==> src/rtl/hazard_ctrl_pkg.sv <==
// rtl/hazard_ctrl_pkg.sv - shared CPU definitions for the hazard controller
// Contents: register-index width, stall-counter width, FSM state encoding,
//           register dependency helper.
package hazard_ctrl_pkg;

  localparam int REG_W = 5;
  localparam int CNT_W = 16;

  typedef enum logic [1:0] {
    RUN   = 2'b00,
    LD_BR = 2'b01
  } state_e;

  // $0 is hardwired to zero, so writing it never creates a dependency.
  function automatic logic reg_dep(input logic [REG_W-1:0] wr,
                                   input logic [REG_W-1:0] src);
    return (wr != '0) && (wr == src);
  endfunction

endpackage

==> src/rtl/hazard_ctrl_if.sv <==
// rtl/hazard_ctrl_if.sv - pipeline-to-hazard-unit signal bundle
// master: pipeline side (drives ID/EX status, receives control enables)
// slave : hazard_ctrl side
//   IFID_rs_i/IFID_rt_i/IFID_useRt_i - ID instruction sources
//   Branch_i/BrTaken_i               - ID beq and its outcome
//   IDEX_MemRead_i/IDEX_RegWrite_i/IDEX_wr_i - EX instruction info
//   mem_stall_i                      - memory busy, freezes pipeline
//   Hazard_o/PCWrite_o/IFIDWrite_o/Flush_o/stall_cnt_o - control outputs
interface hazard_ctrl_if;
  import hazard_ctrl_pkg::*;

  logic [REG_W-1:0] IFID_rs_i;
  logic [REG_W-1:0] IFID_rt_i;
  logic             IFID_useRt_i;
  logic             Branch_i;
  logic             BrTaken_i;
  logic             IDEX_MemRead_i;
  logic             IDEX_RegWrite_i;
  logic [REG_W-1:0] IDEX_wr_i;
  logic             mem_stall_i;
  logic             Hazard_o;
  logic             PCWrite_o;
  logic             IFIDWrite_o;
  logic             Flush_o;
  logic [CNT_W-1:0] stall_cnt_o;

  modport master (
    output IFID_rs_i, IFID_rt_i, IFID_useRt_i, Branch_i, BrTaken_i,
           IDEX_MemRead_i, IDEX_RegWrite_i, IDEX_wr_i, mem_stall_i,
    input  Hazard_o, PCWrite_o, IFIDWrite_o, Flush_o, stall_cnt_o
  );

  modport slave (
    input  IFID_rs_i, IFID_rt_i, IFID_useRt_i, Branch_i, BrTaken_i,
           IDEX_MemRead_i, IDEX_RegWrite_i, IDEX_wr_i, mem_stall_i,
    output Hazard_o, PCWrite_o, IFIDWrite_o, Flush_o, stall_cnt_o
  );

endinterface

==> src/rtl/hazard_ctrl_sat_counter.sv <==
// rtl/hazard_ctrl_sat_counter.sv - saturating up-counter
//   clk_i - clock, rst_i - async active-low reset
//   inc_i - increment request, cnt_o - count (sticks at all-ones)
module sat_counter #(
  parameter int WIDTH = 16
) (
  input  logic             clk_i,
  input  logic             rst_i,
  input  logic             inc_i,
  output logic [WIDTH-1:0] cnt_o
);

  logic [WIDTH-1:0] cnt_q;
  logic [WIDTH-1:0] cnt_d;

  always_comb begin
    cnt_d = cnt_q;
    if (inc_i && (cnt_q != {WIDTH{1'b1}})) begin
      cnt_d = cnt_q + {{(WIDTH-1){1'b0}}, 1'b1};
    end
  end

  always_ff @(posedge clk_i or negedge rst_i) begin
    if (!rst_i) begin
      cnt_q <= '0;
    end else begin
      cnt_q <= cnt_d;
    end
  end

  assign cnt_o = cnt_q;

endmodule

==> src/rtl/hazard_ctrl.sv <==
// rtl/hazard_ctrl.sv - load-use / branch hazard detection and stall control
//   clk_i - pipeline clock, rst_i - async active-low reset
//   hz    - hazard_ctrl_if.slave bundle (ID/EX status in, enables out)
module hazard_ctrl
  import hazard_ctrl_pkg::*;
(
  input  logic          clk_i,
  input  logic          rst_i,
  hazard_ctrl_if.slave  hz
);

  state_e state_q;
  state_e state_d;

  logic dep;
  logic load_use;
  logic br_alu;
  logic br_ld;
  logic hazard;

  assign dep = reg_dep(hz.IDEX_wr_i, hz.IFID_rs_i) ||
               (hz.IFID_useRt_i && reg_dep(hz.IDEX_wr_i, hz.IFID_rt_i));

  assign load_use = hz.IDEX_MemRead_i && dep;
  assign br_alu   = hz.Branch_i && hz.IDEX_RegWrite_i && !hz.IDEX_MemRead_i && dep;
  // A beq waiting on a load needs the loaded value compared in ID: two bubbles.
  assign br_ld    = hz.Branch_i && hz.IDEX_MemRead_i && dep;

  always_comb begin
    state_d = state_q;
    hazard  = 1'b0;
    case (state_q)
      RUN: begin
        hazard = load_use || br_alu || br_ld;
        if (br_ld) state_d = LD_BR;
      end
      LD_BR: begin
        hazard  = 1'b1;
        state_d = RUN;
      end
      default: state_d = RUN;
    endcase
    // A memory stall freezes everything, including the FSM.
    if (hz.mem_stall_i) begin
      hazard  = 1'b0;
      state_d = state_q;
    end
    // Outputs are forced to the idle values while reset is held.
    if (!rst_i) begin
      hazard = 1'b0;
    end
  end

  always_ff @(posedge clk_i or negedge rst_i) begin
    if (!rst_i) begin
      state_q <= RUN;
    end else begin
      state_q <= state_d;
    end
  end

  assign hz.Hazard_o    = hazard;
  assign hz.PCWrite_o   = !rst_i || (!hz.mem_stall_i && !hazard);
  assign hz.IFIDWrite_o = !rst_i || (!hz.mem_stall_i && !hazard);
  assign hz.Flush_o     = rst_i && hz.Branch_i && hz.BrTaken_i &&
                          !hazard && !hz.mem_stall_i;

  sat_counter #(
    .WIDTH (CNT_W)
  ) u_stall_cnt (
    .clk_i (clk_i),
    .rst_i (rst_i),
    .inc_i (hazard),
    .cnt_o (hz.stall_cnt_o)
  );

endmodule
==> src/flat_wrapper.sv <==
// flat-port wrapper written by rule: the top's interface ports become plain ports
module hazard_ctrl_flat import hazard_ctrl_pkg::*;
  (clk_i, rst_i, hz_IFID_rs_i, hz_IFID_rt_i, hz_IFID_useRt_i, hz_Branch_i, hz_BrTaken_i, hz_IDEX_MemRead_i, hz_IDEX_RegWrite_i, hz_IDEX_wr_i, hz_mem_stall_i, hz_Hazard_o, hz_PCWrite_o, hz_IFIDWrite_o, hz_Flush_o, hz_stall_cnt_o);
  hazard_ctrl_if hz_i ();
  input  logic clk_i;
  input  logic rst_i;
  input wire logic [$bits(hz_i.IFID_rs_i)-1:0] hz_IFID_rs_i;
  input wire logic [$bits(hz_i.IFID_rt_i)-1:0] hz_IFID_rt_i;
  input wire logic [$bits(hz_i.IFID_useRt_i)-1:0] hz_IFID_useRt_i;
  input wire logic [$bits(hz_i.Branch_i)-1:0] hz_Branch_i;
  input wire logic [$bits(hz_i.BrTaken_i)-1:0] hz_BrTaken_i;
  input wire logic [$bits(hz_i.IDEX_MemRead_i)-1:0] hz_IDEX_MemRead_i;
  input wire logic [$bits(hz_i.IDEX_RegWrite_i)-1:0] hz_IDEX_RegWrite_i;
  input wire logic [$bits(hz_i.IDEX_wr_i)-1:0] hz_IDEX_wr_i;
  input wire logic [$bits(hz_i.mem_stall_i)-1:0] hz_mem_stall_i;
  output wire logic [$bits(hz_i.Hazard_o)-1:0] hz_Hazard_o;
  output wire logic [$bits(hz_i.PCWrite_o)-1:0] hz_PCWrite_o;
  output wire logic [$bits(hz_i.IFIDWrite_o)-1:0] hz_IFIDWrite_o;
  output wire logic [$bits(hz_i.Flush_o)-1:0] hz_Flush_o;
  output wire logic [$bits(hz_i.stall_cnt_o)-1:0] hz_stall_cnt_o;
  assign hz_i.IFID_rs_i = hz_IFID_rs_i;
  assign hz_i.IFID_rt_i = hz_IFID_rt_i;
  assign hz_i.IFID_useRt_i = hz_IFID_useRt_i;
  assign hz_i.Branch_i = hz_Branch_i;
  assign hz_i.BrTaken_i = hz_BrTaken_i;
  assign hz_i.IDEX_MemRead_i = hz_IDEX_MemRead_i;
  assign hz_i.IDEX_RegWrite_i = hz_IDEX_RegWrite_i;
  assign hz_i.IDEX_wr_i = hz_IDEX_wr_i;
  assign hz_i.mem_stall_i = hz_mem_stall_i;
  assign hz_Hazard_o = hz_i.Hazard_o;
  assign hz_PCWrite_o = hz_i.PCWrite_o;
  assign hz_IFIDWrite_o = hz_i.IFIDWrite_o;
  assign hz_Flush_o = hz_i.Flush_o;
  assign hz_stall_cnt_o = hz_i.stall_cnt_o;
  hazard_ctrl u_core (.clk_i(clk_i), .rst_i(rst_i), .hz(hz_i));
endmodule
==> config.mk <==
export PLATFORM = sky130hd
export DESIGN_NAME = hazard_ctrl_flat
export DESIGN_NICKNAME = d
export VERILOG_FILES = /design/src/rtl/hazard_ctrl_pkg.sv /design/src/rtl/hazard_ctrl_if.sv /design/src/rtl/hazard_ctrl_sat_counter.sv /design/src/rtl/hazard_ctrl.sv /design/src/flat_wrapper.sv
export SDC_FILE = /design/constraint.sdc
export NUM_CORES = 1
export LEC_CHECK = 0
export CAP_MARGIN = 25
export CORE_MARGIN = 10
export CORE_UTILIZATION = 42
export DETAILED_ROUTE_END_ITERATION = 7
export PLACE_DENSITY_LB_ADDON = 0.05
export SETUP_SLACK_MARGIN = 0.15
export SLEW_MARGIN = 20
export SYNTH_ARGS = -nofsm -noshare
export SYNTH_HDL_FRONTEND = slang
export SYNTH_SLANG_ARGS = --single-unit
==> constraint.sdc <==
create_clock -name clk_i -period 2.14 [get_ports clk_i]
set_input_delay 0.214 -clock clk_i [delete_from_list [all_inputs] [get_ports clk_i]]
set_output_delay 0.214 -clock clk_i [all_outputs]
set_load 0.03 [all_outputs]
==> results_dict.tcl, run 1 <==
set metrics [dict create \
    synth_ff_type "dfrtp_1" \
    die_h_um 70.3 \
    vias 905 \
    drtIter0Drc 57 \
    grt_max_degree 18 \
    path_cells "ha_1 -> and2_1 -> and3_1 -> a31oi_2 -> buf_6 -> nand2_2 -> mux2_4" \
    fin_util_pct 64.7 \
    yosys.area.top_type "dfrtp_1" \
    wl_met1_um 1150 \
    dieWidth_um 70.3 \
    drt_pass1_iterations 4 \
    cp_slowest_cell "dfrtp_2" \
    max_freq_mhz 516 \
    track_usage_pct 10.6 \
    dr_wl_met2_um 1320 \
    cts-root-buf "clkbuf_4" \
    synth_top_area_share_pct 40.0 \
    dp_cells 172 \
    setup_ws_ns 0.202 \
    grt_pass1_vias 964 \
    power_density_nw_per_um2 467 \
    finalHoldViolations 0 \
    synthArstFlopShare_pct 100 \
    peakVddDrop_mv 0.501 \
    clk_pin_slew_ns 0.10 \
    crit_path_max_fanout 7 \
    tightest_slew_ns 0.337 \
    crit_buf_inv 1 \
    grt-ovfl-total 0 \
    hpwl_um 2070 \
    power_frac_seq_pct 47.5 \
    postRouteAntennaNets 0 \
    power_w 0.000742 \
    p_sw_w 0.000222 \
    finalNonFillerCells 179 \
    ys_seq_area_share_pct 40.0 \
    avgSynthCellArea_um2 10.7 \
    yosysMostFrequentCell "xnor2_1" \
    rsz0062_at_grt "false" \
    antennaDiodeCount 0 \
    fin_skew_ns 0.00461 \
    maxCapViolCount 0 \
    fill_cells 215 \
    placementRows 18 \
    antenna_found_initial 0 \
    p_leak_nw 0.739 \
    required_ns 2.33 \
    synth.cell_area_um2 1060 \
    portBuffers 42 \
    highest_layer "met4" \
    path_delay_family "simple AND/OR/NAND/NOR gates" \
    ctsLongestPathBuffers 2 \
    pwr-share-comb_pct 29.0 \
    grt_pass1_wl_um 4380 \
    synth_fp_nets 123 \
    holdCritPathClass "in -> async" \
    outcome "completed" \
    initial_utilization_pct 43.3 \
    num_io_pins 43 \
    switching_share_pct 29.9 \
    clk_latency_ns 0.29 \
    pwr-share-clk_pct 23.5 \
    dp_slack_ns -0.272 \
    dieArea_um2 4940 \
    yosysWarningCount 0 \
    ys_types 32 \
    syn_inst 99 \
    tritoncts "yes" \
    drive_above_1_share_pct 18.8 \
    area_delta_synth_final_pct 49.5 \
    relSlewSlack_pct 77.5 \
    wl_met3_um 199 \
    vias_per_cell 5.06 \
    ys_ff_latch 17 \
    slew_violations 0 \
    wl_per_cell_um 15.0 \
    h-tree-depth 1 \
    synth-edff-count 0 \
    cp-end-kind "register" \
    cp-start-kind "register" \
    globalplace.congestion 0.726 \
    fin_crit_sh_pct 90.6 \
    synth.area.top_cells "dfrtp_1 (40%), xnor2_1 (17%), and3_1 (5.3%), nand4_1 (5.3%), nand3_1 (3.3%)" \
    p_int_w 0.000520 \
    numCtsBuffers 3 \
    final_net_count 174 \
    wl_um 2690 \
    period_minus_slack_ns 1.94 \
    critPathKind "reg -> reg" \
    arrival_ns 2.13 \
    setup_viol 0 \
    critPathMaxStageDelay_ns 0.44 \
    drc_errors 0 \
    clock-sinks 17 \
    core-area_um2 2450 \
    synth_common_cells "xnor2_1 (21), dfrtp_1 (17), and3_1 (9), nand4_1 (9), nand3_1 (7)" \
]
[stage by stage]
| step | area [um2] | TNS (ns) | hold slack, ns |
|---|---|---|---|
| after floorplan | 1060 | 0 | -0.0816 |
| after global placement | 1520 | -1.09 | 0.481 |
| after detailed placement | 1520 | -1.33 | 0.480 |
| after CTS | 1550 | 0 | 0.282 |
| after global routing | 1590 | 0 | 0.305 |
| final | 1590 | 0 | 0.287 |
[registers in the layout (all words and copies together), names as in the netlist]
| signal | flops |
|---|---|
| u_core.state_q | 1 |
| u_core.u_stall_cnt.cnt_o | 16 |
[area by class of cell]
cell class | count | area [um2] | share of cell area [%]
clock inverter | 1 | 5.00 | 0.315
multi-input combinational | 77 | 609 | 38.4
inverter | 1 | 3.75 | 0.236
tap | 30 | 37.5 | 2.36
sequential | 17 | 427 | 26.9
clock buffer | 3 | 22.5 | 1.42
timing repair buffer | 50 | 483 | 30.4
[cell families after synthesis]
family	after synthesis	share of synthesized area [%]
compound gates	6	5.42
xor+xnor	23	19.0
fa+ha+maj	1	1.18
buf+inv	5	4.00
flops	17	40.0
mux	3	3.77
simple gates	44	26.6
[repair_timing]
item                       in CTS  in global routing
gates cloned                    0                  1
setup endpoints to repair       4                  7
resized for setup              15                 11
buffers inserted                1                  1
hold buffers                    0                  0
pin swaps                       7                  8
[layer usage]
layer / vias up / global-route usage [%]
li1: 452 / -
met1: 428 / 11.6
met2: 23 / 17.7
met3: 2 / 5.37
met4: 0 / 2.63
met5: - / 0
[final timing paths]
check / start / endpoint / slack [ns] / cells after the start
max: u_core.u_stall_cnt.cnt_o[0] / u_core.u_stall_cnt.cnt_o[1] / 0.20 / 7
max in group asynchronous: rst_i / u_core.u_stall_cnt.cnt_o[0] / 1.65 / 2
max reg2reg: u_core.u_stall_cnt.cnt_o[0] / u_core.u_stall_cnt.cnt_o[1] / 0.20 / 7
min: rst_i / u_core.u_stall_cnt.cnt_o[12] / 0.29 / 2
min reg2reg: u_core.state_q[0] / u_core.state_q[0] / 0.49 / 1
min in group clk_i: hz_IFID_rt_i[4] / u_core.state_q[0] / 0.44 / 6
[cell usage in the layout (no fill, tap or decap), types with 2 or more instances in the layout]
| master | count |
|---|---|
| nor3_1 | 2 |
| nand4_1 | 9 |
| buf_4 | 6 |
| clkdlybuf4s50_1 | 25 |
| nor2_1 | 3 |
| mux2_4 | 2 |
| and3_1 | 9 |
| xnor2_1 | 21 |
| dlymetal6s2s_1 | 5 |
| buf_6 | 3 |
| clkbuf_4 | 3 |
| nand2_1 | 5 |
| buf_2 | 2 |
| dfrtp_1 | 16 |
| dlygate4sd2_1 | 8 |
| nand3_1 | 7 |
[power groups by stage]
stage	combinational (W)	clock, W	sequential, W
6_report	0.000215	0.000174	0.000353
5_1_grt	0.000231	0.000199	0.000355
4_1_cts	0.000198	0.000187	0.000355
3_5_place_dp	0.000201	0	0.000361
3_3_place_gp	0.000200	0	0.000360
2_1_floorplan	0.0000725	0	0.000388
No activity file was read; power rests on OpenSTA's default activity.
==> inputs of run 2 (changes only) <==
--- a/config.mk
+++ b/config.mk
@@ -7,8 +7,9 @@
 export LEC_CHECK = 0
 export CAP_MARGIN = 25
 export CORE_MARGIN = 10
-export CORE_UTILIZATION = 42
+export CORE_UTILIZATION = 53
 export DETAILED_ROUTE_END_ITERATION = 7
+export DONT_BUFFER_PORTS = 1
 export PLACE_DENSITY_LB_ADDON = 0.05
 export SETUP_SLACK_MARGIN = 0.15
 export SLEW_MARGIN = 20
==> run 2 against run 1 <==
Global-route usage increased by 1.3 points. Flip-flop and latch count stayed put. Clock-buffer cell count is 1 higher. Cell count fell by 18%. Critical path depth unchanged. Power decreased by 9.1%. Clock skew fell by 0.0036 ns. Non-clock buffer count is 30 lower. Register-to-register slack improved by 0.05 ns. Sequential power shrank 2%. Hold slack worse by 0.24 ns. Highest routed layer unchanged.
==> results_dict.tcl, run 2 (synthesis results as in run 1) <==
set metrics [dict create \
    largest_reg_flops 16 \
    p_leak_nw 0.581 \
    period_minus_slack_ns 1.88 \
    fill_cells 170 \
    ctsLongestPathBuffers 2 \
    critPathKind "reg -> reg" \
    wl_um 2470 \
    track_usage_pct 12.0 \
    initial_utilization_pct 54.7 \
    vias_per_cell 5.47 \
    fin_area_um2 1250 \
    postRouteAntennaNets 0 \
    required_ns 2.32 \
    r2r_setup_slack_ns 0.26 \
    finalHoldViolations 0 \
    tightest_slew_ns 0.777 \
    final_net_count 144 \
    num_io_pins 43 \
    globalplace.congestion 0.811 \
    drc_errors 0 \
    grt_max_degree 18 \
    postCtsSetupRepairBufs 0 \
    max_freq_mhz 531 \
    drtIter0Drc 14 \
    crit_path_max_fanout 5 \
    numCtsBuffers 3 \
    antennaDiodeCount 0 \
    power_density_nw_per_um2 539 \
    holdCritPathClass "in -> reg" \
    hold_buffers 1 \
    final_cell_mix "xnor2_1 (21), buf_4 (17), dfrtp_1 (16)" \
    arrival_ns 2.06 \
    dieArea_um2 4200 \
    placed_area_um2 1210 \
    grt_pass1_wl_um 4060 \
    hpwl_um 2060 \
    antenna_found_initial 0 \
    rsz0062_at_grt "false" \
    grt_pass1_vias 843 \
    portBuffers 0 \
    seqCellArea_um2 427 \
    die_h_um 64.8 \
    peakVddDrop_mv 0.478 \
    final_common_cell "xnor2_1" \
    relSlewSlack_pct 48.0 \
    area_delta_synth_final_pct 17.9 \
    fin_crit_sh_pct 88.0 \
    cp-end-kind "register" \
    cp-start-kind "register" \
    placementRows 16 \
    slew_violations 0 \
    h-tree-depth 1 \
    clk_latency_ns 0.29 \
    multi_input_area_um2 594 \
    vias 799 \
    clk_pin_slew_ns 0.10 \
    outcome "completed" \
    tritoncts "yes" \
    drive_above_1_share_pct 26.1 \
    setup_tns_ns 0 \
    drt_pass1_iterations 4 \
    dieWidth_um 64.8 \
    core-area_um2 1940 \
    setup_viol 0 \
    ctsResizeCount 0 \
    wl_per_cell_um 16.9 \
    clock-sinks 17 \
    grt-ovfl-total 0 \
    maxCapViolCount 0 \
    cts-root-buf "clkbuf_4" \
    fin_skew_ns 0.00101 \
]
run 2: cell count changes in the layout (fill, tap and decap cells not counted), moves of 2 or more:
cell,delta
clkdlybuf4s50_1,-25
buf_4,+11
dlygate4sd2_1,-8
dlymetal6s2s_1,-5
buf_6,-3
buf_2,-2
dlygate4sd3_1,+2
run 2: final timing paths:
path | from | endpoint | cells past startpoint
setup reg to reg | u_core.u_stall_cnt.cnt_o[0] | u_core.u_stall_cnt.cnt_o[1] | 7
hold reg to reg | u_core.state_q[0] | u_core.state_q[0] | 1
max in group asynchronous | rst_i | u_core.u_stall_cnt.cnt_o[0] | 1
setup / recovery | u_core.u_stall_cnt.cnt_o[0] | u_core.u_stall_cnt.cnt_o[1] | 7
min in group asynchronous | rst_i | u_core.u_stall_cnt.cnt_o[14] | 1
hold / removal | hz_mem_stall_i | u_core.state_q[0] | 2
run 2: final cells by class:
type	instances	share of cell area, %
repair buffers	20	13.4
flip-flops and latches	17	34.1
clock buffers	4	2.10
well taps	27	2.70
multi-input cells	77	47.5
inverters	1	0.300
run 2: where the power goes:
group | total (W) | internal (W) | switching (W)
logic | 0.000156 | 0.0000668 | 0.0000891
registers | 0.000346 | 0.000337 | 0.00000838
clock network | 0.000173 | 0.0000724 | 0.000101
total | 0.000675 | 0.000477 | 0.000198
run 2: worst max-delay path, cell delays in order, from the launching register on:
cell and delay, ns:
dfrtp_2 0.41, ha_1 0.20, and2_1 0.19, and3_1 0.22, a31oi_2 0.20, buf_4 0.17, nand2_2 0.07, mux2_4 0.31
run 2: per-stage QoR:
stage | hold WS (ns) | cells | setup slack (ns) | power (W) | utilization (%)
after detailed placement | -0.0810 | 140 | 0.276 | 0.000500 | 62.1
after floorplan | -0.0816 | 99 | 0.162 | 0.000461 | -
after CTS | 0.00384 | 145 | 0.258 | 0.000678 | 64.0
after global placement | -0.0810 | 140 | 0.312 | 0.000498 | 62.1
final | 0.0431 | 146 | 0.256 | 0.000675 | 64.5
after global routing | 0.0356 | 146 | 0.160 | 0.000711 | 64.5
run 2: routing by layer:
metal | up-vias | GRT usage [%] | wire [um]
met5 | - | 0 | 0
met4 | 0 | 2.41 | 18
met3 | 5 | 5.50 | 208
met2 | 24 | 19.3 | 1220
met1 | 380 | 14.2 | 1020
li1 | 390 | - | -
==> RTL change, RTL diff (settings of run 2) <==
The package constant `REG_W` goes from 5 to 10.
--- a/src/rtl/hazard_ctrl_pkg.sv
+++ b/src/rtl/hazard_ctrl_pkg.sv
@@ -5,3 +5,3 @@
 
-  localparam int REG_W = 5;
+  localparam int REG_W = 10;
   localparam int CNT_W = 16;
Ports: changed (resized hz_IDEX_wr_i, hz_IFID_rs_i and hz_IFID_rt_i); port bits go from 43 to 58. The function was not compared with the original's and may differ.
==> RTL change against run 2 <==
- area after synthesis grew 10%
- power shrank 14%
- worst setup slack lost 150 ps
- utilization grew 6.2 points
- routed wire length grew 33%
- critical path depth is the same
- final area grew 15%
- sequential cell count is the same
- largest cell class unchanged
- largest power group unchanged
==> RTL change: results (changes against run 2) <==
| Metric | Value |
|---|---|
| Slowest cell on crit path | or4_4 |
| Cts bufs inserted | 3 (unchanged) |
| Clk buf depth | 2 (unchanged) |
| Post-Syn Nets | 159 (+29%) |
| Final setup vio count | 0 (unchanged) |
| Worst-path fanout max | 3 (-2) |
| Worst-path clk slew | 100 ps (about the same) |
| # H-tree levels | 1 (unchanged) |
| First-pass GRT wire length | 5200 um (+28%) |
| Routability Congestion | 0.863 (+6.4%) |
| Layout cell share with drive strength beyond 1 | 27.8% (+1.7 points) |
| Distinct cells, synth | 32 (unchanged) |
| Worst vdd ir | 0.412 mV (-14%) |
| Worst skew pair latency | 290 ps (about the same) |
| Drt pass-1 iters | 4 (unchanged) |
| CP max stage delay | 530 ps (+120 ps) |
| CTS root buffer | clkbuf_4 |
| Vias/cell | 5.85 (+7.0%) |
| Rel. slew slack | 46.1% (-1.9 points) |
| Peak Freq | 492 MHz (-7.3%) |
| Fillers | 178 (+4.7%) |
| Seq/Total Area, Yosys | 36.2% (-3.8 points) |
| Wire per inst | 19.3 um (+14%) |
| Reg2reg setup slack | 310 ps (+50 ps) |
| DRT iter0 DRCs | 22 (+8) |
| Final Skew | 8.39 ps (+7.37 ps) |
| Post-Place Setup Slack | 107 ps (-169 ps) |
| CP top delay family | simple AND/OR/NAND/NOR gates |
| Fraction of synthesis flops using an asynchronous set or reset pin | 100% (unchanged) |
| Initial antenna violation count | 0 (unchanged) |
| Min-Delay Path Class | in -> reg |
| Placed wire-length estimate | 2730 um (+32%) |
| Largest net degree at the start of global routing | 18 (unchanged) |
| Worst Path Arrival | 1820 ps (-240 ps) |
| Total track usage | 14.6% (+2.7 points) |
| Vias in the first global route | 1043 (+24%) |
| ANT cells | 0 (unchanged) |
| Port Buffer Count | 0 (unchanged) |
| Nets | 184 (+28%) |
| Ranking of synthesized cells by area | dfrtp_1 (36%), xnor2_1 (15%), xor2_1 (11%), nand4_1 (4.8%), nand3_1 (2.6%) |
| Synthesis Warnings | 0 (unchanged) |
| Leakage | 0.675 nW (+16%) |
| Max FFs per register | 16 (unchanged) |
| Status | complete, no violations |
| Leading cell types by count after synthesis | xnor2_1 (20), dfrtp_1 (17), xor2_1 (15) |
[RTL change: worst paths after layout]
| kind | startpoint | endpoint | depth (start not counted) |
|---|---|---|---|
| worst max-delay path | hz_IDEX_wr_i[4] | hz_IFIDWrite_o | 7 |
| worst min-delay path | hz_mem_stall_i | u_core.state_q[0]$_DFFE_PN0P_ | 1 |
| worst max register to register | u_core.u_stall_cnt.cnt_o[0]$_DFFE_PN0P_ | u_core.u_stall_cnt.cnt_o[1]$_DFFE_PN0P_ | 6 |
| worst min register to register | u_core.u_stall_cnt.cnt_o[7]$_DFFE_PN0P_ | u_core.u_stall_cnt.cnt_o[7]$_DFFE_PN0P_ | 2 |
| max in group asynchronous | rst_i | u_core.u_stall_cnt.cnt_o[1]$_DFFE_PN0P_ | 1 |
| min in group asynchronous | rst_i | u_core.state_q[0]$_DFFE_PN0P_ | 1 |
[RTL change: logic make-up (layout without fill, tap and decap cells)]
| group | Yosys count | after routing | synth area share, % |
|---|---|---|---|
| adders and majority gates | 1 | 1 | 1.07 |
| buffers and inverters | 5 | 29 | 2.24 |
| DFF | 17 | 17 | 36.2 |
| and+or+nand+nor | 52 | 52 | 28.3 |
| xor gates and xnor gates | 35 | 35 | 26.1 |
| muxes | 1 | 1 | 1.28 |
| AOI/OAI and AO/OA | 9 | 9 | 4.80 |
[RTL change: metal layers]
layer	share of wire (%)	wire, um	GRT usage, %
met5	0	0	0
met4	0.82	27	2.31
met3	11	358	8.03
met2	51	1670	24.9
met1	38	1240	15.8
[RTL change: timing repair]
action	in CTS	in global routing
gates resized for setup	0	5
endpoints found under the hold margin	17	0
setup endpoints to repair	2	4
buffers inserted	0	2
hold buffers	1	0
pin swaps	0	6
[RTL change: power breakdown]
group	internal (mW)	switching [mW]
clock network	0.0696	0.103
logic	0.0433	0.0410
registers	0.322	0.000567
total	0.435	0.145
[RTL change: cell type report]
class / instances / area share (%)
clock buffer: 3 / 1.56
sequential: 17 / 29.7
multi-input combinational: 98 / 52.6
inverter: 2 / 0.520
timing repair buffer: 23 / 13.0
tap: 27 / 2.34
clock inverter: 1 / 0.347
[RTL change: metrics by stage]
| stage | hold slack, ps | instance area (sq um) | instances |
|---|---|---|---|
| after floorplan | -81.6 | 1190 | 120 |
| after global placement | -80.9 | 1370 | 164 |
| after detailed placement | -80.9 | 1370 | 164 |
| after CTS | 45.9 | 1400 | 169 |
| after global routing | 36.7 | 1440 | 171 |
| final | 55.6 | 1440 | 171 |
[RTL change: worst reg2reg max path: stages, from the launching register on]
cell,delay [ps]
dfrtp_2,420
ha_1,220
nand2_1,120
nor2_1,110
a31o_2,310
nor2_1,220
mux2_4,320
